`config.mk`:
```
export PLATFORM = sky130hd
export DESIGN_NAME = var_loader_multi
export DESIGN_NICKNAME = d
export VERILOG_FILES = /design/src/rtl/var_loader_multi_pkg.sv /design/src/rtl/var_loader_addr_gen.sv /design/src/rtl/var_loader_multi.sv
export SDC_FILE = /design/constraint.sdc
export NUM_CORES = 1
export LEC_CHECK = 0
export BUFFER_PORTS_ARGS = -buffer_cell sky130_fd_sc_hd__clkbuf_2
export CAP_MARGIN = 20
export CORE_AREA = 5 5 177 179
export CTS_CLUSTER_SIZE = 12
export DETAILED_ROUTE_END_ITERATION = 7
export DIE_AREA = 0 0 182 184
export GPL_ROUTABILITY_DRIVEN = 0
export GPL_TIMING_DRIVEN = 0
export PLACE_DENSITY = 0.66
export SYNTH_ARGS = -nofsm -noshare
export SYNTH_HDL_FRONTEND = slang
export SYNTH_SLANG_ARGS = --single-unit
```
`constraint.sdc`:
```
create_clock -name clk -period 13.1 [get_ports clk]
set_clock_uncertainty 0.05 [all_clocks]
set_input_delay 3.93 -clock clk [delete_from_list [all_inputs] [get_ports clk]]
set_output_delay 3.93 -clock clk [all_outputs]
set_load 0.005 [all_outputs]
```
`src/rtl/var_loader_multi_pkg.sv`:
```
// Shared definitions for the multi-core variance loader.
// Contents:
//   - FSM state encoding (S_Reset .. S_Done) and its STATES_t type
//   - corner index constants (A=0, B=1, C=2, D=3)
//   - width helpers used to derive block and element address widths
package pkg_var_loader_multi;

  // State encoding kept as plain constants so legacy tools and waveform
  // viewers see stable values.
  typedef logic [2:0] STATES_t;

  localparam STATES_t S_Reset = 3'd0;
  localparam STATES_t S_Ready = 3'd1;
  localparam STATES_t S_Load  = 3'd2;
  localparam STATES_t S_Issue = 3'd3;
  localparam STATES_t S_Drain = 3'd4;
  localparam STATES_t S_Done  = 3'd5;

  // Corner index, also used directly as vc_waddr. Bit 0 selects the right
  // column (B, D), bit 1 selects the bottom row (C, D).
  localparam logic [1:0] CornerA = 2'd0;
  localparam logic [1:0] CornerB = 2'd1;
  localparam logic [1:0] CornerC = 2'd2;
  localparam logic [1:0] CornerD = 2'd3;

  // Block address width: virtual X address minus the in-block element bits.
  function automatic int unsigned blk_width(input int unsigned x_w, input int unsigned wb);
    return x_w - $clog2(wb);
  endfunction

  // $clog2 that never returns 0, for counter/index widths.
  function automatic int unsigned clog2_min1(input int unsigned n);
    return (n > 1) ? $clog2(n) : 1;
  endfunction

endpackage

```
`src/rtl/var_loader_addr_gen.sv`:
```
// Combinational corner address generator.
// Given the latched window origin (lx_i, ly_i), window size, X stride, window
// index w_i and corner index c_i, produces the cache row, block and element:
//   X = lx + w*step + (c odd ? win-2 : 0)   (mod 2^X_W)
//   Y = ly + (c >= 2 ? win-2 : 0)           (mod 2^Y_W)
// Ports:
//   lx_i, ly_i   window origin (already offset by +1)
//   win_i        window edge length
//   step_i       X stride between consecutive windows
//   w_i, c_i     window and corner index
//   y_o          cache row
//   block_o      X / WINDOW_BLOCKING
//   elem_o       X % WINDOW_BLOCKING
module var_loader_addr_gen
  import pkg_var_loader_multi::*;
#(
  parameter int unsigned WINDOW_BLOCKING = 4,
  parameter int unsigned Y_W             = 10,
  parameter int unsigned X_W             = 12,
  parameter int unsigned BLK_W           = 10,
  parameter int unsigned WIN_W           = 6,
  parameter int unsigned STEP_W          = 4,
  parameter int unsigned W_W             = 2,
  parameter int unsigned EL_W            = 2
) (
  input  logic [X_W-1:0]    lx_i,
  input  logic [Y_W-1:0]    ly_i,
  input  logic [WIN_W-1:0]  win_i,
  input  logic [STEP_W-1:0] step_i,
  input  logic [W_W-1:0]    w_i,
  input  logic [1:0]        c_i,
  output logic [Y_W-1:0]    y_o,
  output logic [BLK_W-1:0]  block_o,
  output logic [EL_W-1:0]   elem_o
);

  localparam int unsigned ElShift = clog2_min1(WINDOW_BLOCKING);

  logic [X_W-1:0] w_x;
  logic [X_W-1:0] step_x;
  logic [X_W-1:0] win_x;
  logic [X_W-1:0] off_x;
  logic [X_W-1:0] x;
  logic [Y_W-1:0] win_y;
  logic [Y_W-1:0] off_y;

  // All sums wrap at the address width; out-of-range windows alias rather
  // than saturate.
  always_comb begin
    w_x    = X_W'(w_i);
    step_x = X_W'(step_i);
    win_x  = X_W'(win_i) - X_W'(2);
    win_y  = Y_W'(win_i) - Y_W'(2);
    off_x  = c_i[0] ? win_x : '0;
    off_y  = c_i[1] ? win_y : '0;
    x      = lx_i + (w_x * step_x) + off_x;
    y_o    = ly_i + off_y;
  end

  assign block_o = BLK_W'(x >> ElShift);
  assign elem_o  = EL_W'(x);

endmodule

```
`src/rtl/var_loader_multi.sv`:
```
// Multi-core variance loader.
// For each of CORES detection windows, reads the four corner samples (A, B,
// C, D) of the integral and squared-integral images from the shared cache
// read port and writes them into the per-core variance caches.
// Ports:
//   clk, reset          clock, synchronous active-high reset
//   start, ack          begin a load (in S_Ready) / release S_Done
//   start_y, start_block, win_size, step, dbl_buf_in
//                       run configuration, latched in S_Load
//   ready, done, cfg_err
//                       status; cfg_err flags a run aborted for win_size < 2
//   rd_req, rd_y, rd_block, rd_gnt
//                       cache read request, accepted on rd_req & rd_gnt
//   int_q, sq_q         cache block data, valid READ_LATENCY cycles after accept
//   vc_we, vc_waddr, vc_wdata, vc_wdata_sq, vc_dbl_buf
//                       variance cache write port (one-hot per core)
module var_loader_multi
  import pkg_var_loader_multi::*;
#(
  parameter int unsigned CORES           = 4,
  parameter int unsigned WINDOW_BLOCKING = 4,
  parameter int unsigned DATA_W          = 32,
  parameter int unsigned SQ_W            = 48,
  parameter int unsigned Y_W             = 10,
  parameter int unsigned X_W             = 12,
  parameter int unsigned BLK_W           = blk_width(X_W, WINDOW_BLOCKING),
  parameter int unsigned WIN_W           = 6,
  parameter int unsigned STEP_W          = 4,
  parameter int unsigned READ_LATENCY    = 2
) (
  input  logic                              clk,
  input  logic                              reset,
  input  logic                              start,
  input  logic [Y_W-1:0]                    start_y,
  input  logic [BLK_W-1:0]                  start_block,
  input  logic [WIN_W-1:0]                  win_size,
  input  logic [STEP_W-1:0]                 step,
  input  logic                              dbl_buf_in,
  input  logic                              ack,
  output logic                              ready,
  output logic                              done,
  output logic                              cfg_err,
  output logic                              rd_req,
  output logic [Y_W-1:0]                    rd_y,
  output logic [BLK_W-1:0]                  rd_block,
  input  logic                              rd_gnt,
  input  logic [WINDOW_BLOCKING*DATA_W-1:0] int_q,
  input  logic [WINDOW_BLOCKING*SQ_W-1:0]   sq_q,
  output logic [CORES-1:0]                  vc_we,
  output logic [1:0]                        vc_waddr,
  output logic [DATA_W-1:0]                 vc_wdata,
  output logic [SQ_W-1:0]                   vc_wdata_sq,
  output logic                              vc_dbl_buf
);

  localparam int unsigned W_W  = clog2_min1(CORES);
  localparam int unsigned EL_W = clog2_min1(WINDOW_BLOCKING);
  localparam int unsigned L    = READ_LATENCY;

  // Control state
  STATES_t             state_q, state_d;
  logic [Y_W-1:0]      ly_q, ly_d;
  logic [X_W-1:0]      lx_q, lx_d;
  logic [WIN_W-1:0]    win_q, win_d;
  logic [STEP_W-1:0]   step_q, step_d;
  logic                dbl_buf_q, dbl_buf_d;
  logic                cfg_err_q, cfg_err_d;
  logic [1:0]          c_q, c_d;
  logic [W_W-1:0]      w_q, w_d;

  // Registered request address
  logic [Y_W-1:0]      rd_y_q;
  logic [BLK_W-1:0]    rd_block_q;
  logic [EL_W-1:0]     rd_el_q;
  logic                addr_load;

  logic [Y_W-1:0]      gen_y;
  logic [BLK_W-1:0]    gen_block;
  logic [EL_W-1:0]     gen_el;

  // Read-latency pipeline
  logic [L-1:0]        pv_q;
  logic [EL_W-1:0]     pe_q [L];
  logic [1:0]          pc_q [L];
  logic [W_W-1:0]      pw_q [L];

  // Write port registers
  logic [CORES-1:0]    vc_we_q, vc_we_d;
  logic [1:0]          vc_waddr_q;
  logic [DATA_W-1:0]   vc_wdata_q, sel_int;
  logic [SQ_W-1:0]     vc_wdata_sq_q, sel_sq;

  logic accept;
  logic last_req;

  assign accept   = (state_q == S_Issue) && rd_gnt;
  assign last_req = (c_q == CornerD) && (w_q == W_W'(CORES - 1));

  // Next-state and configuration latch. The address generator always sees the
  // *_d values, so the address of the next request is ready the same edge the
  // counters advance (and in S_Load, the first request's address).
  always_comb begin
    state_d   = state_q;
    ly_d      = ly_q;
    lx_d      = lx_q;
    win_d     = win_q;
    step_d    = step_q;
    dbl_buf_d = dbl_buf_q;
    cfg_err_d = cfg_err_q;
    c_d       = c_q;
    w_d       = w_q;
    addr_load = 1'b0;

    case (state_q)
      S_Reset: state_d = S_Ready;
      S_Ready: begin
        if (start) state_d = S_Load;
      end
      S_Load: begin
        ly_d      = start_y + Y_W'(1);
        lx_d      = X_W'({start_block, {EL_W{1'b0}}}) + X_W'(1);
        win_d     = win_size;
        step_d    = step;
        dbl_buf_d = dbl_buf_in;
        c_d       = '0;
        w_d       = '0;
        if (win_size < WIN_W'(2)) begin
          cfg_err_d = 1'b1;
          state_d   = S_Done;
        end else begin
          cfg_err_d = 1'b0;
          addr_load = 1'b1;
          state_d   = S_Issue;
        end
      end
      S_Issue: begin
        if (rd_gnt) begin
          c_d       = c_q + 2'd1;
          addr_load = 1'b1;
          if (c_q == CornerD) w_d = w_q + W_W'(1);
          if (last_req) state_d = S_Drain;
        end
      end
      S_Drain: begin
        if (pv_q == '0) state_d = S_Done;
      end
      S_Done: begin
        if (ack) begin
          cfg_err_d = 1'b0;
          state_d   = S_Reset;
        end
      end
      default: state_d = S_Reset;
    endcase
  end

  var_loader_addr_gen #(
    .WINDOW_BLOCKING (WINDOW_BLOCKING),
    .Y_W             (Y_W),
    .X_W             (X_W),
    .BLK_W           (BLK_W),
    .WIN_W           (WIN_W),
    .STEP_W          (STEP_W),
    .W_W             (W_W),
    .EL_W            (EL_W)
  ) u_addr_gen (
    .lx_i    (lx_d),
    .ly_i    (ly_d),
    .win_i   (win_d),
    .step_i  (step_d),
    .w_i     (w_d),
    .c_i     (c_d),
    .y_o     (gen_y),
    .block_o (gen_block),
    .elem_o  (gen_el)
  );

  always_ff @(posedge clk) begin
    if (reset) begin
      state_q    <= S_Reset;
      ly_q       <= '0;
      lx_q       <= '0;
      win_q      <= '0;
      step_q     <= '0;
      dbl_buf_q  <= 1'b0;
      cfg_err_q  <= 1'b0;
      c_q        <= '0;
      w_q        <= '0;
      rd_y_q     <= '0;
      rd_block_q <= '0;
      rd_el_q    <= '0;
    end else begin
      state_q   <= state_d;
      ly_q      <= ly_d;
      lx_q      <= lx_d;
      win_q     <= win_d;
      step_q    <= step_d;
      dbl_buf_q <= dbl_buf_d;
      cfg_err_q <= cfg_err_d;
      c_q       <= c_d;
      w_q       <= w_d;
      // Address only moves on acceptance, so it is stable through a stall.
      if (addr_load) begin
        rd_y_q     <= gen_y;
        rd_block_q <= gen_block;
        rd_el_q    <= gen_el;
      end
    end
  end

  // Tag pipeline: never stalls, so in-flight reads complete during rd_gnt=0.
  always_ff @(posedge clk) begin
    if (reset) begin
      pv_q <= '0;
      for (int unsigned i = 0; i < L; i++) begin
        pe_q[i] <= '0;
        pc_q[i] <= '0;
        pw_q[i] <= '0;
      end
    end else begin
      pv_q[0] <= accept;
      pe_q[0] <= rd_el_q;
      pc_q[0] <= c_q;
      pw_q[0] <= w_q;
      for (int unsigned i = 1; i < L; i++) begin
        pv_q[i] <= pv_q[i-1];
        pe_q[i] <= pe_q[i-1];
        pc_q[i] <= pc_q[i-1];
        pw_q[i] <= pw_q[i-1];
      end
    end
  end

  // Element select from the block returned by the cache at the final stage.
  always_comb begin
    sel_int = '0;
    sel_sq  = '0;
    for (int unsigned i = 0; i < WINDOW_BLOCKING; i++) begin
      if (pe_q[L-1] == EL_W'(i)) begin
        sel_int = int_q[i*DATA_W +: DATA_W];
        sel_sq  = sq_q[i*SQ_W +: SQ_W];
      end
    end
  end

  always_comb begin
    vc_we_d = '0;
    if (pv_q[L-1]) vc_we_d = CORES'(1) << pw_q[L-1];
  end

  always_ff @(posedge clk) begin
    if (reset) begin
      vc_we_q       <= '0;
      vc_waddr_q    <= '0;
      vc_wdata_q    <= '0;
      vc_wdata_sq_q <= '0;
    end else begin
      vc_we_q <= vc_we_d;
      if (pv_q[L-1]) begin
        vc_waddr_q    <= pc_q[L-1];
        vc_wdata_q    <= sel_int;
        vc_wdata_sq_q <= sel_sq;
      end
    end
  end

  assign ready       = (state_q == S_Ready);
  assign done        = (state_q == S_Done);
  assign cfg_err     = cfg_err_q && (state_q == S_Done);
  assign rd_req      = (state_q == S_Issue);
  assign rd_y        = rd_y_q;
  assign rd_block    = rd_block_q;
  assign vc_we       = vc_we_q;
  assign vc_waddr    = vc_waddr_q;
  assign vc_wdata    = vc_wdata_q;
  assign vc_wdata_sq = vc_wdata_sq_q;
  assign vc_dbl_buf  = dbl_buf_q;

endmodule

```
After elaboration in Yosys (flattened, before gate mapping). Memory sizes are Yosys's and may differ from the RTL's. A register that Yosys moved wholly into a read port is not among the register bits. Index checks and enable logic that the tools add are counted.

Bitwise logic cells: 7. Div/mod/pow operators: 0. Reductions and logical operators: 10. $add $sub $neg: 9. $mul: 1. Shift operators: 1. $lt $le $gt $ge: 1. Multiplexer cells: 41. Equal/unequal tests: 15.

Operators by type and width (count): $mux W48 (4); $mux W32 (4); $mux W12 (2); $mux W10 (2); $mux W2 (9); $mux W3 (6); $pmux W3 S6 (1); $sub A6 B2 Y7 const B (2); $add A12 B1 Y12 const B (1); $add A12 B12 Y12 (1); $add A12 B6 Y12 (1); $add A10 B1 Y10 const B (1); $add A10 B10 Y10 (1); $eq A2 B2 Y1 const B (4); $pmux W2 S2 (2); $mux W1 (7); $eq A3 B2 Y1 const B (2); $eq A3 B3 Y1 const B (2); $lt A6 B2 Y1 const B (1); $mul A2 B4 Y6 (1); $mux W6 (1); $ne A2 B2 Y1 const B (3); $or A1 B1 Y1 (6); $reduce_and A5 Y1 (1); 14 further kinds (20).

Bits in read-only memories: 0. Logic and storage cells: 104. Flip-flop bits (word level): 149. Memories: 3. Bits in latches: 0. Bits of input ports: 356. Bits in writable memories: 12. Output and inout port bits: 111.

Memories: pc_q (words 2, width 2, rd ports 2, clocked after memory_dff 1, wr ports 2, RTL line var_loader_multi.sv:84) `logic [1:0] pc_q [L];`; pe_q (words 2, width 2, rd ports 2, clocked after memory_dff 0, wr ports 2, RTL line var_loader_multi.sv:83) `logic [EL_W-1:0] pe_q [L];`; pw_q (words 2, width 2, rd ports 2, clocked after memory_dff 0, wr ports 2, RTL line var_loader_multi.sv:85) `logic [W_W-1:0] pw_q [L];`.

Logic depth before layout (Yosys ltp). Gate-level depths: netlist of run 1.

Word-level depth: 7. Depth in mapped cells: 19. Gate-level depth less buffers: 18.

Cells and area by module. From an unflattened synthesis of run 1, not the netlist that was laid out.

Cell total of the unflattened synthesis: 855. Area total of the unflattened synthesis: 9310.2 um2.

Modules (own cells, without submodules): var_loader_multi (area each 7972.6 um2, instances 1, sequential area each 3263.1 um2, cells each 682); var_loader_addr_gen (area each 1337.5 um2, instances 1, sequential area each 0.0 um2, cells each 173).

Worst setup path after synthesis of run 1. No wires, ideal clock.

Path type: input to register. From: input port rd_gnt. To: register rd_block_q[9], in the netlist rd_block[9]. Buffers on the path: 0. Setup time: 0.086 ns. Arrival: 7.524 ns. Cell stages on the path: 16. Slack: 5.440 ns. Required time: 12.964 ns. Cells stage by stage: nand2_1 -> nor2_1 -> mux2_2 -> a22oi_1 -> or2_2 -> fa_1 -> fa_1 -> inv_1 -> ha_1 -> fa_1 -> a211oi_1 -> nor3_1 -> a211oi_1 -> a21oi_1 -> xnor2_1 -> a211oi_1.

Word-level cells in the longest chain between the ends: 5. Elaborated cells between the ends (all ways): 10. Classes of those cells: 2 x add/sub; 1 x mul; 7 x mux.

Ends and longest elaborated chain: start: declaration (RTL line var_loader_multi.sv:46) `input logic rd_gnt,`; $mux W2 (RTL line var_loader_multi.sv:137) `if (rd_gnt) begin`; $pmux W2 S2 (RTL line var_loader_multi.sv:114) `case (state_q)`; $mul A2 B4 Y6 (RTL line var_loader_addr_gen.sv:56) `x = lx_i + (w_x * step_x) + off_x;`; $add A12 B6 Y12 (RTL line var_loader_addr_gen.sv:56); $add A12 B12 Y12 (RTL line var_loader_addr_gen.sv:56); end signal: assignment (RTL line var_loader_multi.sv:205) `rd_block_q <= gen_block;`; end: declaration (RTL line var_loader_multi.sv:73) `logic [BLK_W-1:0] rd_block_q;`.

Parallel ways exist; a longest one is shown, timed or not. A chain may end at the register's enable or synchronous reset.

Worst setup path after layout of run 1. Ends and elaborated chain as after synthesis.

==> results of run 1 <==
-- through the flow --
step	instance area, um2	util, %	power (mW)	std cells
floorplan	9180	-	0.633	891
global placement	12000	40.8	0.729	1746
detailed placement	12000	40.8	0.732	1746
CTS	12600	42.8	1.26	1778
global route	12600	42.9	1.29	1783
finish	12600	42.9	1.24	1783
-- placed cells by master, fill, tap and decap left out, types with 15 or more instances in the layout --
cell / count
clkbuf_2: 465
dfxtp_1: 163
nor2_1: 129
mux2i_1: 94
nand2_1: 84
mux4_2: 80
clkbuf_1: 44
a21oi_1: 42
nor2b_1: 33
ha_1: 31
inv_1: 26
o21ai_0: 18
clkbuf_16: 17
xnor2_1: 15
-- cell type report --
| type | count | share of cell area, % |
|---|---|---|
| diodes | 5 | 0.0993 |
| plain buffers | 58 | 1.86 |
| clock buffers | 17 | 3.38 |
| clock inverters | 15 | 1.31 |
| inverters | 26 | 0.775 |
| multi-input cells | 644 | 44.3 |
| flip-flops and latches | 163 | 25.9 |
| well taps | 390 | 3.87 |
| repair buffers | 465 | 18.5 |
-- logic make-up after synthesis --
logic type | Yosys count | synth area share, %
DFF | 163 | 35.5
AOI/OAI and AO/OA | 102 | 6.87
xor gates and xnor gates | 24 | 2.29
buffers and inverters | 84 | 3.61
muxes | 176 | 30.2
adders and majority gates | 41 | 6.40
and+or+nand+nor | 301 | 15.1
-- sequential cells by signal (all words and copies together) (netlist names), 3 cells and up --
| name | flops |
|---|---|
| ly_q | 10 |
| pe_q | 4 |
| vc_we | 4 |
| pc_q | 4 |
| step_q | 4 |
| vc_wdata_sq | 48 |
| pw_q | 4 |
| state_q | 3 |
| vc_wdata | 32 |
| win_q | 6 |
| rd_block | 10 |
| rd_y | 10 |
| lx_q | 12 |
-- path summary, 6_finish.rpt --
check	start	end	slack [ps]
worst max-delay path	rd_gnt	rd_block[9]$_SDFFE_PP0P_	5160
worst min-delay path	pe_q[0][1]$_SDFF_PP0_	pe_q[0][3]$_SDFF_PP0_	390
worst max register to register	state_q[0]$_SDFFE_PP0P_	rd_block[9]$_SDFFE_PP0P_	7540
worst min register to register	pe_q[0][1]$_SDFF_PP0_	pe_q[0][3]$_SDFF_PP0_	390
-- report_power, final --
part	leakage [nW]	total, mW	switching (mW)	internal [mW]
logic	3.96	0.209	0.109	0.101
clock network	0.283	0.519	0.246	0.272
registers	1.32	0.513	0.00598	0.507
-- per-layer routing --
layer  vias up  global-route usage, %  part of all wire [%]
li1       4173                      -                     -
met1      4349                   26.8                    39
met3        61                   5.92                   7.6
met5         -                   2.00                  0.23
met4         2                   6.00                   2.3
met2       396                   37.4                    50
-- worst max-delay path: cells and delay by family --
family                   cells  cell delay (ps)
AO/OA/AOI/OAI                5             1530
XOR/XNOR                     1              160
adder cells (fa/ha/maj)      4             1630
buffers and inverters        2              200
multiplexers                 1              260
AND/OR/NAND/NOR              4              510
==> results.yml, run 1 <==
synth:
  yosysWarnings: 0
  synth_cell_type_count: 55
  synth-seq-cells: 163
  syn_nets: 1288
  synthFlopType: "dfxtp_1"
  netlist_instances: 891
  avgSynthCellArea_um2: 10.3
  synth_top_area_cell: "dfxtp_1"
  synthTopCellsByArea: "dfxtp_1 (36%), mux4_2 (20%), mux2i_1 (10%)"
  synth-edff-count: 0
  synth.most_common_cell: "dfxtp_1"
  synth_top_area_share_pct: 35.5
  synthArstFlopShare_pct: 0
  synthTopCellsByCount: "dfxtp_1 (163), nor2_1 (129), mux2i_1 (94)"
  yosysSeqAreaShare_pct: 35.5
  syn_area_um2: 9180
timing:
  rsz0062_at_grt: "no"
  period_share_pct: 60.6
  final-setup-viol-count: 0
  worst_pin_slew_ps: 946
  min_period_ps: 7940
  finalMaxSlewViolations: 0
  hold_viol: 0
  whs_ps: 389
  setup-tns-final_ps: 0
  relSlewSlack_pct: 36.9
  timing.fmax_mhz: 126
  setup_ws_ps: 5160
global_routing:
  antenna_found_initial: 8
  grt_use_total_pct: 21.8
  grt_max_degree: 18
  grt_pass1_wl_um: 55100
  grt_pass1_vias: 9010
  grt_overflow_total: 0
drt:
  drt-total-wl_um: 38900
  drt_iter0_drc: 521
  drt_pass1_iterations: 4
  wl_per_cell_um: 21.8
  detail-route-antenna-nets: 0
  num_vias: 8981
  vias_per_cell: 5.04
  drc: 0
clock_network:
  cts_tree: "done"
  clockBufferDepth: 2
  cts_resized: 0
  clock_latency_ps: 440
  cts_root_buf: "clkbuf_16"
  clk_pin_slew_ps: 70
  clock_sinks: 163
  postCtsHoldBufs: 0
  post_cts_buffers: 0
  numCtsBuffers: 17
  htree_num_levels: 4
floorplanning:
  initial_utilization_pct: 31.2
  fp.dieH_um: 184
  pin_count: 467
  fp-row-count: 63
  placeableCoreArea_um2: 29400
  dieWidth_um: 182
  die_area_um2: 33500
run_status:
  status: "completed"
critical_path:
  arrival_ps: 8230
  crit_path_max_incr_delay_ps: 540
  start_kind: "input port"
  crit_type: "input port to flip-flop"
  cp_slowest_cell: "fa_1"
  path_cells: "clkbuf_2, nand2_1, nor2_1, mux2_2, a22oi_1, or2_2, fa_1, fa_1, inv_1, ha_1, fa_1, a211oi_1, nor3_1, a211oi_1, a21oi_1, xnor2_1, a211oi_1"
  cp_max_fo: 8
  r2r_cells: 16
  end_kind: "flip-flop"
  cp_data_required_time_ps: 13390
job:
  cap_violations: 0
final_layout:
  multi_input_area_um2: 5590
  fin_nets: 1772
  final_layout_size_suffix_gt1_share_pct: 43.0
  syn2layout_area_growth_pct: 37.2
  seqCellArea_um2: 3260
  fillers: 2952
placed_design:
  io_buffer_count: 465
  dp_slack_ps: 4740
  dp_hpwl_um: 32200
power:
  ir_drop_mv: 0.0663
  pwr_density_cell_nw_per_um2: 98.5
  power.leakage_nw: 5.56
hold_path:
  hp-class: "flip-flop to flip-flop"
  holdPathStages: 1
Power figures use the tool's default switching activity.
==> run 2: changes to the inputs <==
- PLACE_DENSITY: 0.66 -> 0.69
- clock period: 13.1 -> 7.02 ns (I/O delays scaled with it)
==> run 2 against run 1 <==
  * Clock power increased by 87%
  * Setup slack lost 4200 ps
  * Highest routed layer unchanged
  * Largest power group unchanged
  * Final cell count down 0.11%
  * Combinational power up 86%
  * Critical path depth unchanged
  * Hold slack improved by 4.5 ps
  * Largest cell class unchanged
==> results.yml, run 2 (same netlist as run 1, synthesis figures left out) <==
drt:
  detail-route-antenna-nets: 0
  drc: 0
  vias_per_cell: 5.07
  drt_iter0_drc: 514
  wl_per_cell_um: 22.0
  drt-total-wl_um: 39200
  num_vias: 9023
  drt_pass1_iterations: 5
clock_network:
  numCtsBuffers: 17
  cts_tree: "done"
  clock_latency_ps: 430
  cts_resized: 0
  clockBufferDepth: 2
  cts_root_buf: "clkbuf_16"
  clock_sinks: 163
  post_cts_buffers: 0
  postCtsHoldBufs: 0
  htree_num_levels: 4
  clk_pin_slew_ps: 80
critical_path:
  endpoint: "rd_block[9]$_SDFFE_PP0P_"
  cp_max_fo: 8
  regToRegSetupSlack_ps: 1630
  crit_type: "input port to flip-flop"
  r2r-start: "state_q[0]$_SDFFE_PP0P_"
  cp-startpoint: "rd_gnt"
  r2r_cells: 16
  arrival_ps: 6360
  start_kind: "input port"
  end_kind: "flip-flop"
  cp_data_required_time_ps: 7320
  regToRegEndpoint: "rd_block[9]$_SDFFE_PP0P_"
final_layout:
  fillers: 2925
  final_common_cell: "clkbuf_2"
  final_cell_mix: "clkbuf_2 (465), dfxtp_1 (163), nor2_1 (129)"
  fin_nets: 1772
  largest_reg_flops: 48
  final_layout_size_suffix_gt1_share_pct: 43.0
  final_area_um2: 12600
  syn2layout_area_growth_pct: 37.1
power:
  ir_drop_mv: 0.111
  pwr_density_cell_nw_per_um2: 184
  power.leakage_nw: 5.57
global_routing:
  grt_pass1_vias: 9038
  antenna_found_initial: 4
  grt_pass1_wl_um: 55800
  grt_use_total_pct: 22.0
  grt_overflow_total: 0
  grt_max_degree: 18
timing:
  setup-tns-final_ps: 0
  hold_viol: 0
  final-setup-viol-count: 0
  worst_pin_slew_ps: 895
  timing.fmax_mhz: 165
  relSlewSlack_pct: 40.4
  finalMaxSlewViolations: 0
  min_period_ps: 6070
  period_share_pct: 86.4
  rsz0062_at_grt: "no"
hold_path:
  hp-class: "flip-flop to flip-flop"
  holdPathStages: 1
floorplanning:
  initial_utilization_pct: 31.2
  pin_count: 467
  dieWidth_um: 182
  placeableCoreArea_um2: 29400
  fp.dieH_um: 184
  fp-row-count: 63
  die_area_um2: 33500
placed_design:
  dpl_cell_area_um2: 12000
  io_buffer_count: 465
  dp_hpwl_um: 32400
job:
  cap_violations: 0
run_status:
  status: "completed"
-- run 2: cell count changes in the layout (fill, tap and decap cells not counted), sizes merged --
cell / previous run / this run
diode: 5 / 3
clkinvlp: 3 / 1
clkinv: 2 / 4
-- run 2: per-layer routing --
metal / up-vias / wire [um] / track usage (%)
met5: - / 76 / 1.57
met4: 4 / 971 / 6.15
met3: 55 / 3150 / 6.57
met2: 386 / 20000 / 38.5
met1: 4414 / 15100 / 26.1
li1: 4164 / - / -
-- run 2: final cells by class --
cell class                      instances  area [um2]  share of cell area [%]
Inverter                               26        97.6                   0.775
Multi-Input combinational cell        644        5590                    44.4
Antenna cell                            3        7.51                  0.0596
Buffer                                 58         234                    1.86
Timing Repair Buffer                  465        2330                    18.5
Sequential cell                       163        3260                    25.9
Clock buffer                           17         425                    3.38
Clock inverter                         15         161                    1.28
Tap cell                              390         488                    3.88
-- run 2: worst min path at each step --
stage                                startpoint                     to
after floorplan           pc_q[0][0]$_SDFF_PP0_  pc_q[1][0]$_SDFF_PP0_
after global placement    pe_q[0][1]$_SDFF_PP0_  pe_q[0][3]$_SDFF_PP0_
after detailed placement  pc_q[0][0]$_SDFF_PP0_  pc_q[1][0]$_SDFF_PP0_
after CTS                 pe_q[0][1]$_SDFF_PP0_  pe_q[0][3]$_SDFF_PP0_
after global routing      pc_q[0][0]$_SDFF_PP0_  pc_q[1][0]$_SDFF_PP0_
final                     pc_q[0][0]$_SDFF_PP0_  pc_q[1][0]$_SDFF_PP0_
-- run 2: report_power, final --
| group | internal, mW | total [mW] | switching, mW |
|---|---|---|---|
| Sequential | 0.947 | 0.958 | 0.0110 |
| Clock | 0.507 | 0.969 | 0.462 |
| Combinational | 0.188 | 0.388 | 0.200 |
-- run 2: stage by stage --
stage          setup WS (ps)  utilization (%)  cells  hold WS, ps  total power, mW
4_1_cts                 1010             42.8   1778          399             2.34
2_1_floorplan           1180                -    891          364             1.18
3_5_place_dp             561             40.8   1746          377             1.37
5_1_grt                  696             42.8   1781          408             2.42
6_report                 954             42.8   1781          393             2.31
3_3_place_gp             581             40.8   1746          366             1.36
-- run 2: worst max-delay path: stages --
cell,delay [ps]
clkbuf_2,150
nand2_1,120
nor2_1,60
mux2_2,260
a22oi_1,370
or2_2,210
fa_1,450
fa_1,550
inv_1,50
ha_1,220
fa_1,430
a211oi_1,420
nor3_1,120
a211oi_1,360
a21oi_1,140
xnor2_1,150
a211oi_1,220
